`src/rtl/inference_sequencer_if.sv`:
```
// Stream-side signal bundle of the inference sequencer: the feature input
// stream (s_axis_*) and the classification result stream (m00_axis_*).
// The slave modport is the sequencer's view (feature sink, result source);
// the master modport is the surrounding environment's view.
interface inference_sequencer_if #(
  parameter int DATA_W = 64
);
  logic [DATA_W-1:0] s_axis_tdata;
  logic              s_axis_tvalid;
  logic              s_axis_tlast;
  logic              s_axis_tready;
  logic              m00_axis_tvalid;
  logic              m00_axis_tready;
  logic              m00_axis_tlast;

  modport slave (
    input  s_axis_tdata, s_axis_tvalid, s_axis_tlast, m00_axis_tready,
    output s_axis_tready, m00_axis_tvalid, m00_axis_tlast
  );

  modport master (
    output s_axis_tdata, s_axis_tvalid, s_axis_tlast, m00_axis_tready,
    input  s_axis_tready, m00_axis_tvalid, m00_axis_tlast
  );
endinterface

```
`src/rtl/inference_sequencer.sv`:
```
// Frame-level controller for the TM inference datapath: loads PACKETS_NUM
// feature beats, strobes the clause stages, launches the class-sum adder,
// runs the classify stage for CLASSIFY_LAT cycles and hands the result out.
// All outputs are registered and derived from the next state so that they
// line up with the state they describe.
module inference_sequencer #(
  parameter int PACKETS_NUM            = 13,
  parameter int C_S00_AXIS_TDATA_WIDTH = 64,
  parameter int CLASSIFY_LAT           = 1,
  parameter int CNT_WIDTH              = 32
) (
  input  logic                              clk,
  input  logic                              rst_n,
  inference_sequencer_if.slave              axis,
  output logic [C_S00_AXIS_TDATA_WIDTH-1:0] x,
  output logic [PACKETS_NUM:0]              valid,
  input  logic                              adder_done,
  output logic                              argmax_en,
  output logic                              busy,
  output logic                              protocol_err,
  output logic [CNT_WIDTH-1:0]              inference_count
);

  localparam int IDX_W = $clog2(PACKETS_NUM);
  localparam int LAT_W = (CLASSIFY_LAT > 1) ? $clog2(CLASSIFY_LAT) : 1;

  typedef enum logic [2:0] {
    ST_LOAD     = 3'd0,
    ST_SETTLE   = 3'd1,
    ST_ADD      = 3'd2,
    ST_CLASSIFY = 3'd3,
    ST_OUT      = 3'd4
  } state_t;

  state_t                            state_r;
  state_t                            state_next_s;
  logic [IDX_W-1:0]                  idx_r;
  logic [LAT_W-1:0]                  lat_cnt_r;
  logic                              last_flag_r;
  logic                              s_hs_s;
  logic                              m_hs_s;
  logic                              last_beat_s;

  logic                              s_tready_r;
  logic [C_S00_AXIS_TDATA_WIDTH-1:0] x_r;
  logic [PACKETS_NUM:0]              valid_r;
  logic                              argmax_en_r;
  logic                              m_tvalid_r;
  logic                              m_tlast_r;
  logic                              busy_r;
  logic                              protocol_err_r;
  logic [CNT_WIDTH-1:0]              inference_count_r;

  // tready/tvalid are only ever high in LOAD/OUT, so they qualify the handshakes
  assign s_hs_s      = s_tready_r & axis.s_axis_tvalid;
  assign m_hs_s      = m_tvalid_r & axis.m00_axis_tready;
  assign last_beat_s = (idx_r == IDX_W'(PACKETS_NUM - 1));

  // Next-state decode of the frame sequencer
  always_comb begin
    state_next_s = state_r;
    case (state_r)
      ST_LOAD: begin
        if (s_hs_s && last_beat_s) state_next_s = ST_SETTLE;
        else                       state_next_s = ST_LOAD;
      end
      ST_SETTLE: state_next_s = ST_ADD;
      ST_ADD: begin
        if (adder_done) state_next_s = ST_CLASSIFY;
        else            state_next_s = ST_ADD;
      end
      ST_CLASSIFY: begin
        if (lat_cnt_r == {LAT_W{1'b0}}) state_next_s = ST_OUT;
        else                            state_next_s = ST_CLASSIFY;
      end
      ST_OUT: begin
        if (m_hs_s) state_next_s = ST_LOAD;
        else        state_next_s = ST_OUT;
      end
      default: state_next_s = ST_LOAD;
    endcase
  end

  // State register
  always_ff @(posedge clk or negedge rst_n) begin
    if (!rst_n) state_r <= ST_LOAD;
    else        state_r <= state_next_s;
  end

  // Beat index, tlast tracking, classify down-counter and captured data
  always_ff @(posedge clk or negedge rst_n) begin
    if (!rst_n) begin
      idx_r             <= {IDX_W{1'b0}};
      last_flag_r       <= 1'b0;
      lat_cnt_r         <= {LAT_W{1'b0}};
      x_r               <= {C_S00_AXIS_TDATA_WIDTH{1'b0}};
      valid_r           <= {(PACKETS_NUM + 1){1'b0}};
      protocol_err_r    <= 1'b0;
      inference_count_r <= {CNT_WIDTH{1'b0}};
    end else begin
      valid_r <= {(PACKETS_NUM + 1){1'b0}};
      if (s_hs_s) begin
        x_r            <= axis.s_axis_tdata;
        valid_r[idx_r] <= 1'b1;
        idx_r          <= last_beat_s ? {IDX_W{1'b0}} : idx_r + IDX_W'(1);
        // frame length is fixed by beat count; a misplaced tlast is only flagged
        if (axis.s_axis_tlast && !last_beat_s) protocol_err_r <= 1'b1;
      end else if (state_r == ST_SETTLE) begin
        valid_r[PACKETS_NUM] <= 1'b1;
      end
      if (m_hs_s)                           last_flag_r <= 1'b0;
      else if (s_hs_s && axis.s_axis_tlast) last_flag_r <= 1'b1;
      if (state_r == ST_ADD && adder_done)
        lat_cnt_r <= LAT_W'(CLASSIFY_LAT - 1);
      else if (state_r == ST_CLASSIFY && lat_cnt_r != {LAT_W{1'b0}})
        lat_cnt_r <= lat_cnt_r - LAT_W'(1);
      if (m_hs_s) inference_count_r <= inference_count_r + CNT_WIDTH'(1'b1);
    end
  end

  // Registered status/handshake outputs, decoded from the upcoming state
  always_ff @(posedge clk or negedge rst_n) begin
    if (!rst_n) begin
      s_tready_r  <= 1'b0;
      busy_r      <= 1'b0;
      argmax_en_r <= 1'b0;
      m_tvalid_r  <= 1'b0;
      m_tlast_r   <= 1'b0;
    end else begin
      s_tready_r  <= (state_next_s == ST_LOAD);
      busy_r      <= (state_next_s != ST_LOAD);
      argmax_en_r <= (state_next_s == ST_CLASSIFY);
      m_tvalid_r  <= (state_next_s == ST_OUT);
      m_tlast_r   <= (state_next_s == ST_OUT) && last_flag_r;
    end
  end

  assign axis.s_axis_tready   = s_tready_r;
  assign axis.m00_axis_tvalid = m_tvalid_r;
  assign axis.m00_axis_tlast  = m_tlast_r;
  assign x                    = x_r;
  assign valid                = valid_r;
  assign argmax_en            = argmax_en_r;
  assign busy                 = busy_r;
  assign protocol_err         = protocol_err_r;
  assign inference_count      = inference_count_r;

endmodule

```
`src/flat_wrapper.sv`:
```
// flat-port wrapper written by rule: the top's interface ports become plain ports
module inference_sequencer_flat 
#(
  parameter int PACKETS_NUM            = 13,
  parameter int C_S00_AXIS_TDATA_WIDTH = 64,
  parameter int CLASSIFY_LAT           = 1,
  parameter int CNT_WIDTH              = 32
)
  (clk, rst_n, x, valid, adder_done, argmax_en, busy, protocol_err, inference_count, axis_s_axis_tdata, axis_s_axis_tvalid, axis_s_axis_tlast, axis_m00_axis_tready, axis_s_axis_tready, axis_m00_axis_tvalid, axis_m00_axis_tlast);
  inference_sequencer_if #(.DATA_W((64))) axis_i ();
  input  logic clk;
  input  logic rst_n;
  output logic [C_S00_AXIS_TDATA_WIDTH-1:0] x;
  output logic [PACKETS_NUM:0] valid;
  input  logic adder_done;
  output logic argmax_en;
  output logic busy;
  output logic protocol_err;
  output logic [CNT_WIDTH-1:0] inference_count;
  input wire logic [$bits(axis_i.s_axis_tdata)-1:0] axis_s_axis_tdata;
  input wire logic [$bits(axis_i.s_axis_tvalid)-1:0] axis_s_axis_tvalid;
  input wire logic [$bits(axis_i.s_axis_tlast)-1:0] axis_s_axis_tlast;
  input wire logic [$bits(axis_i.m00_axis_tready)-1:0] axis_m00_axis_tready;
  output wire logic [$bits(axis_i.s_axis_tready)-1:0] axis_s_axis_tready;
  output wire logic [$bits(axis_i.m00_axis_tvalid)-1:0] axis_m00_axis_tvalid;
  output wire logic [$bits(axis_i.m00_axis_tlast)-1:0] axis_m00_axis_tlast;
  assign axis_i.s_axis_tdata = axis_s_axis_tdata;
  assign axis_i.s_axis_tvalid = axis_s_axis_tvalid;
  assign axis_i.s_axis_tlast = axis_s_axis_tlast;
  assign axis_i.m00_axis_tready = axis_m00_axis_tready;
  assign axis_s_axis_tready = axis_i.s_axis_tready;
  assign axis_m00_axis_tvalid = axis_i.m00_axis_tvalid;
  assign axis_m00_axis_tlast = axis_i.m00_axis_tlast;
  inference_sequencer #(.PACKETS_NUM(PACKETS_NUM), .C_S00_AXIS_TDATA_WIDTH(C_S00_AXIS_TDATA_WIDTH), .CLASSIFY_LAT(CLASSIFY_LAT), .CNT_WIDTH(CNT_WIDTH)) u_core (.clk(clk), .rst_n(rst_n), .axis(axis_i), .x(x), .valid(valid), .adder_done(adder_done), .argmax_en(argmax_en), .busy(busy), .protocol_err(protocol_err), .inference_count(inference_count));
endmodule
```
`config.mk`:
```
export PLATFORM = sky130hd
export DESIGN_NAME = inference_sequencer_flat
export DESIGN_NICKNAME = d
export VERILOG_FILES = /design/src/rtl/inference_sequencer_if.sv /design/src/rtl/inference_sequencer.sv /design/src/flat_wrapper.sv
export SDC_FILE = /design/constraint.sdc
export NUM_CORES = 1
export LEC_CHECK = 0
export ABC_CLOCK_PERIOD_IN_PS = 2000
export CORE_ASPECT_RATIO = 1.4
export CORE_MARGIN = 10
export CORE_UTILIZATION = 25
export CTS_CLUSTER_DIAMETER = 200
export DETAILED_ROUTE_END_ITERATION = 7
export HOLD_SLACK_MARGIN = 0.08
export PLACE_DENSITY_LB_ADDON = 0.1
export SETUP_SLACK_MARGIN = 0.3
export SLEW_MARGIN = 30
export SYNTH_ARGS = -nofsm -noshare
export SYNTH_HDL_FRONTEND = slang
export SYNTH_SLANG_ARGS = --single-unit
```
`constraint.sdc`:
```
create_clock -name clk -period 2 [get_ports clk]
set_input_delay 0.6 -clock clk [delete_from_list [all_inputs] [get_ports clk]]
set_output_delay 0.6 -clock clk [all_outputs]
set_load 0.02 [all_outputs]
```
Word-level counts from Yosys, hierarchy flattened --
Index checks and enable logic that the tools add are counted.
Cells by class: muxes and demuxes 15, order comparisons 2, reductions and logical operators 14, bitwise operators 2, eq/ne operators 7, add/subtract/negate cells 3
Operators by type and width (count):
- 32-bit by 1-bit adder with 32-bit output, second input constant | 1
- 3-bit one-hot mux with 5 select lines | 1
- 13-bit two-way mux | 1
- 3-bit by 2-bit equality test with 1-bit output, second input constant | 3
- 1-bit two-way mux | 9
- 1-bit logical AND | 7
- 3-bit equality test, second input constant | 2
- 3-bit zero test | 2
- 3-bit two-way mux | 2
- 4-bit by 5-bit < comparator with 1-bit output, second input constant | 1
- 4-bit by 1-bit adder with 4-bit output, second input constant | 1
- 1-bit demux with 4-bit select | 1
- 4-bit equality test, second input constant | 1
- 4-bit by 1-bit >= comparator with 1-bit output, second input constant | 1
- 4-bit two-way mux | 1
- 2-bit nonzero test | 2
- 3-bit by 1-bit equality test with 1-bit output, second input constant | 1
- 3-bit nonzero test | 1
- 1-bit AND | 2
- 2-bit AND reduction | 1
- 1-bit zero test | 1
- 1-bit subtractor, second input constant | 1
Storage, ports and cells: output and inout port bits 116, input port bits 70, bits in registers 125, logic and storage cells 56

Longest topological paths before layout --
Gate-level depths: netlist (run 1).
depth in word-level cells 6, mapped depth 6, depth with buffers taken out 6

Worst setup path after synthesis (run 1) --
Ideal clock, no wire load.
path kind reg-to-reg, start point register u_core.inference_count_r[0] (netlist: u_core.inference_count[0]), end point register u_core.inference_count_r[18] (netlist: u_core.inference_count[18]), slack 0.363 ns, required time 1.870 ns, cell stages (with the launch flop) 6, clock period less this slack 1.637 ns, path buffers 0, arrival 1.507 ns, library setup time 0.130 ns, cells stage by stage dfrtp_1 ha_1 nand3_1 nor4_4 nand4_1 xnor2_1
Between the ends: word-level cells in the longest chain between the ends 1
RTL lines:
- start: declaration | line inference_sequencer.sv:52 | logic [CNT_WIDTH-1:0] inference_count_r;
- start signal: assignment | line inference_sequencer.sv:99 | inference_count_r <= {CNT_WIDTH{1'b0}};
- start signal: assignment | line inference_sequencer.sv:117 | if (m_hs_s) inference_count_r <= inference_count_r + CNT_WIDTH'(1'b1);
- 32-bit by 1-bit adder with 32-bit output | line inference_sequencer.sv:117
No other way between the ends. A chain may end at the register's enable or synchronous reset.

Final worst setup path (run 1) --
start point register u_core.inference_count_r[18] (netlist: u_core.inference_count[18]), end point output port inference_count[18]
RTL lines:
- end: declaration | line flat_wrapper.sv:19 | output logic [CNT_WIDTH-1:0] inference_count;
No word-level cell between the ends.

==> results.ini, run 1 <==
[flow_run]
maxCapViolCount = 0

[synthesis]
avgSynthCellArea_sq_um = 10.2
ys_top_cells_by_count = 211 x nand2_1, 125 x dfrtp_1, 22 x xnor2_1
synth.distinct_cells = 34
syn_nets = 565
yosysWarnings = 0
ys_seq_area_share_pct = 62.8
synth.most_common_cell = nand2_1
synth_largest_area_cell = dfrtp_1
ys.flop_type = dfrtp_1
syn_area_sq_um = 4980
yosysTopAreaCellShare_pct = 62.8
synth_area_leaders = dfrtp_1 63%, nand2_1 16%, xnor2_1 3.9%, xor2_1 1.8%, nand4_1 1.4%
synth_cells = 490
ys_seq_elements = 125
async_reset_ff_share_pct = 100
synth_edf_count = 0

[global_route]
grt_overflow = 0
grt_pass1_wl_microns = 24900
gr-usage-met3_pct = 4.50
grt.busiest_layer = met2
antenna_found_initial = 0
grt_usage_pct = 11.9
gr-usage-met1_pct = 12.4
grt_max_degree = 58
grt_use_met2_pct = 21.3
grt_pass1_vias = 4578

[detailed_routing]
drt_wl_total_microns = 15200
wl_per_cell_microns = 15.6
drtIter0Drc = 144
drc = 0
first_pass_iters = 4
drtAntennaViolNets = 0
num_vias = 4142
avgViaCountPerCell = 4.25

[setup_path]
crit_slowest_cell = dfrtp_1
r2r_start = u_core.inference_count[0]
rrSetupSlack_ps = 440
r2r_cells = 7
cp-startpoint = u_core.inference_count[18]
cp-end-kind = output pin
crit_required_ps = 1400
worst_ep_arrival_time_ps = 1060
cp_slowest_stage_delay_ps = 390
crit_buf_inv = 1
cp.depth = 1
path_delay_family = flip-flops
critPathMaxFanout = 2
crit-reg2reg-capture = u_core.inference_count[22]
crit_end = inference_count[18]
startpoint_type = register
setup.worst_path.class = reg -> out
path_cells = clkdlybuf4s15_2

[clock_tree]
cts_sinks = 125
clk_pin_slew_ps = 50
max-clock-path-buffers = 2
clk_latency_ps = 410
cts_tree = done
root_buffer = clkbuf_16
cts-htree-levels = 4
cts_buffers = 17

[final_layout]
nets = 785
n_antenna_cell = 0
finalNonFillerCells = 974
syn_to_final_growth_pct = 56.9
drive_gt1_share_pct = 27.7

[hold_path]
worst_hold_path.num_cells = 2
hold_path.class = reg -> reg

[power]
total_power_mw = 10.4
peakVddDrop_uv = 623
p_per_area_nw_per_um2 = 1330
p_leak_nw = 3.85

[sta]
rsz0062_at_grt = false
final_max_slew_viol_count = 0
skew_ps = 9.09
hold_viol_final = 0
setup_viol = 0
finalCriticalPeriod_ps = 1660
clock.fmax_ghz = 0.602
fin_crit_sh_pct = 83.0
relSlewSlack_pct = 70.8
tightest_slew_ps = 435

[floorplanning]
die_y_microns = 187
pin_count = 186
fp.coreArea_sq_um = 19800
dieWidth_microns = 139
die_area_sq_um = 26100
num_rows = 61
start_util_pct = 25.2

[placed_design]
hpwlAfterDp_microns = 11300
gp_congestion = 0.709
port_buffers = 185
dp_cells = 929

[run_status]
status = finished, final reports clean

cell families after synthesis:
kind of cell / count (synthesis) / share of synthesized area (%)
flip-flops: 125 / 62.8
adder cells (fa/ha/maj): 5 / 1.26
AO/OA/AOI/OAI: 15 / 2.08
AND/OR/NAND/NOR: 288 / 26.1
XOR/XNOR: 32 / 5.62
buffers and inverters: 23 / 1.76
multiplexers: 2 / 0.427
cell type report:
class	instances	area, sq um
clock buffers	25	505
clock inverters	6	35.0
fillers	2006	11900
inverters	4	15.0
multi-input cells	342	1780
flip-flops and latches	125	3140
well taps	252	315
repair buffers	220	2030
worst min-delay path by stage:
stage | from | end | slack [ps]
6_report | u_core.x[27] | u_core.x[27] | 470
3_3_place_gp | u_core.x[13] | u_core.x[13] | 460
4_1_cts | u_core.protocol_err | u_core.protocol_err | 470
5_1_grt | u_core.last_flag_r | u_core.axis.m00_axis_tlast | 490
2_1_floorplan | rst_n | u_core.argmax_en | 300
3_5_place_dp | u_core.x[11] | u_core.x[11] | 460
layer usage:
metal	wire (microns)	vias up	part of all wire, %
met5	0	-	0
met4	209	0	1.4
met3	1080	15	7.1
met2	8000	115	53
met1	5910	1995	39
li1	-	2017	-
power breakdown:
group / switching, mW / internal [mW] / total [mW]
Combinational: 2.27 / 1.53 / 3.79
Sequential: 0.504 / 3.33 / 3.84
Clock: 1.06 / 1.73 / 2.80
timing repair:
item                                   in CTS  in global routing
hold buffers                                1                  0
endpoints found under the hold margin       6                  0
pin swaps                                   0                  2
buffers inserted                           13                  0
setup endpoints to repair                 125                 62
resized for setup                         376                 32
sequential cells by signal (all words and copies together), names as in the netlist:
signal                       flops
u_core.x                        64
u_core.inference_count          32
u_core.valid                    14
u_core.idx_r                     4
u_core.state_r                   3
u_core.argmax_en                 1
u_core.axis.m00_axis_tlast       1
u_core.axis.m00_axis_tvalid      1
u_core.axis.s_axis_tready        1
u_core.busy                      1
u_core.last_flag_r               1
u_core.lat_cnt_r                 1
u_core.protocol_err              1
through the flow:
step                hold slack [ps]  util, %  setup TNS, ps  setup WS (ps)  cell area, sq um
detailed placement              461     37.0          -6720           -250              7300
global route                    490     39.6              0            301              7820
CTS                             474     40.3              0            230              7970
floorplan                       304        -              0            363              4980
finish                          466     39.6              0            340              7820
global placement                457     37.0          -3440           -228              7300
placed cells by master (no fill, tap or decap), drive strengths merged:
cell,n
nand2,211
a21o,2
nor3b,1
nor2b,3
and4,5
buf,78
nand4b,1
nand4,12
nor3,8
o21ai,3
clkinv,4
clkdlybuf4s50,67
clkdlybuf4s15,69
or2,1
a31o,1
a32o,2
mux2i,1
dlygate4sd2,1
nor4,3
o41ai,2
dfrtp,125
and3,4
dlygate4sd3,1
a21oi,4
mux2,1
nand3,14
xor2,10
xnor2,22
ha,5
nand2b,2
and2,5
nor2,18
clkinvlp,2
clkbuf,29
a211oi,1
inv,4
(Power assumes the default switching activity.)
==> inputs of run 2 (changes only) <==
--- a/config.mk
+++ b/config.mk
@@ -5,7 +5,7 @@
 export SDC_FILE = /design/constraint.sdc
 export NUM_CORES = 1
 export LEC_CHECK = 0
-export ABC_CLOCK_PERIOD_IN_PS = 2000
+export ABC_CLOCK_PERIOD_IN_PS = 1400
 export CORE_ASPECT_RATIO = 1.4
 export CORE_MARGIN = 10
 export CORE_UTILIZATION = 25
==> constraint.sdc (replaced) <==
create_clock -name clk -period 1.4 [get_ports clk]
set_input_delay 0.42 -clock clk [delete_from_list [all_inputs] [get_ports clk]]
set_output_delay 0.42 -clock clk [all_outputs]
set_load 0.02 [all_outputs]
==> run 2 against run 1 <==
The flow now finishes with violations (setup timing). Via count increased by 14%. Global-route usage rose by 2.3 points. Critical path depth rose by 1. Clock skew is 2.7 ps higher. Clock-buffer cell count shrank 3.
==> results.ini, run 2 (synthesis gave the netlist of run 1 again) <==
[run_status]
status = complete, but fails checks
violations = setup timing

[setup_path]
cp-end-kind = output pin
crit_required_ps = 980
setup.worst_path.class = reg -> out
worst_ep_arrival_time_ps = 1110
critPathMaxFanout = 3
startpoint_type = register
r2r_cells = 6

[sta]
fin_hold_ws_ps = 433
relSlewSlack_pct = 79.2
setup_viol = 34
fin_tns_setup_ps = -609
fin_ws_ps = -131
fin_crit_sh_pct = 109
tightest_slew_ps = 310
clock.fmax_ghz = 0.653
skew_ps = 11.8
finalCriticalPeriod_ps = 1530
hold_viol_final = 0
rsz0062_at_grt = true
final_max_slew_viol_count = 0

[global_route]
grt_pass1_wl_microns = 29500
antenna_found_initial = 0
grt_usage_pct = 14.3
grt_max_degree = 43
grt_overflow = 0
grt_pass1_vias = 5312

[power]
p_per_area_nw_per_um2 = 1910
total_power_mw = 20.1
p_leak_nw = 5.28
peakVddDrop_uv = 1350

[clock_tree]
root_buffer = clkbuf_16
clk_latency_ps = 410
cts_buffers = 17
clk_pin_slew_ps = 60
cts_tree = done
cts_sinks = 125
cts-htree-levels = 4
max-clock-path-buffers = 2

[placed_design]
gp_congestion = 0.790
hpwlAfterDp_microns = 11900
dp_cells = 975
port_buffers = 185

[detailed_routing]
num_vias = 4742
topRoutingLayerUsed = met4
drt_wl_total_microns = 18700
wl_per_cell_microns = 17.1
route.met3.wl_microns = 1200
wl_met1_microns = 6800
drtIter0Drc = 122
route.met2.wl_microns = 10400
drtAntennaViolNets = 0
drc = 0
avgViaCountPerCell = 4.33
first_pass_iters = 4

[final_layout]
syn_to_final_growth_pct = 110
largest_reg_flops = 64
n_antenna_cell = 0
drive_gt1_share_pct = 59.1
finalNonFillerCells = 1096
final_cell_mix = 141 x buf_6, 103 x dfrtp_1, 99 x nand2_1, 99 x buf_4, 67 x nand2_2
layout_commonest_cell = buf_6
nets = 906

[floorplanning]
fp.coreArea_sq_um = 19800
pin_count = 186
num_rows = 61
start_util_pct = 25.2
dieWidth_microns = 139
die_y_microns = 187
die_area_sq_um = 26100

[flow_run]
maxCapViolCount = 0

[hold_path]
hold_path.class = in -> async

==> run 2: area by class of cell <==
cell class / count / area (sq um)
tap: 252 / 315
inverter: 4 / 15.0
clock buffer: 22 / 474
clock inverter: 10 / 161
sequential: 125 / 3160
multi-input combinational: 344 / 2660
fill: 1764 / 9280
timing repair buffer: 339 / 3700
==> run 2: final timing paths <==
kind                                           startpoint                          to  slack, ps
worst min register to register               u_core.x[24]                u_core.x[24]        500
worst min-delay path                                rst_n                u_core.x[45]        430
min in group clk                             u_core.x[24]                u_core.x[24]        500
worst max-delay path            u_core.inference_count[0]          inference_count[0]       -130
max in group asynchronous                           rst_n             u_core.idx_r[0]        430
worst max register to register  u_core.inference_count[0]  u_core.inference_count[11]        -60
==> run 2: worst max-delay path, cell delays in order, from the launching register on <==
cell and delay, ps:
dfrtp_2 430, buf_4 150, buf_6 120
==> run 2: what timing repair did <==
action,in CTS,in global routing
hold buffers,1,0
pin swaps,54,45
resized for setup,837,125
setup buffers,55,18
hold endpoints to repair,13,0
cloned,15,0
setup endpoints to repair,237,237
==> run 2: metrics by stage <==
step           cell area, sq um  utilization (%)  worst slack, ps
6_report                  10500             53.0             -131
4_1_cts                    9860             49.9            -56.4
5_1_grt                   10500             53.0             -174
3_5_place_dp               7780             39.4             -545
3_3_place_gp               7780             39.4             -513
2_1_floorplan              5180                -            -56.6
==> run 2: routing by layer <==
metal | up-vias | global-route usage, %
li1 | 2273 | -
met1 | 2329 | 14.5
met2 | 118 | 26.1
met3 | 22 | 5.49
met4 | 0 | 4.34
met5 | - | 0
==> run 2: report_power, final <==
| group | leakage (nW) | switching (mW) | total (mW) | internal (mW) |
|---|---|---|---|---|
| Combinational | 3.40 | 4.57 | 9.56 | 4.99 |
| Sequential | 1.58 | 0.972 | 5.76 | 4.79 |
| Clock | 0.302 | 1.63 | 4.75 | 3.12 |
==> inputs of run 3 (changes only) <==
--- a/config.mk
+++ b/config.mk
@@ -11,7 +11,6 @@
 export CORE_UTILIZATION = 25
 export CTS_CLUSTER_DIAMETER = 200
 export DETAILED_ROUTE_END_ITERATION = 7
-export HOLD_SLACK_MARGIN = 0.08
 export PLACE_DENSITY_LB_ADDON = 0.1
 export SETUP_SLACK_MARGIN = 0.3
 export SLEW_MARGIN = 30
==> results of run 3 <==
The final DEF is identical to that of run 2; final timing and power are the same.
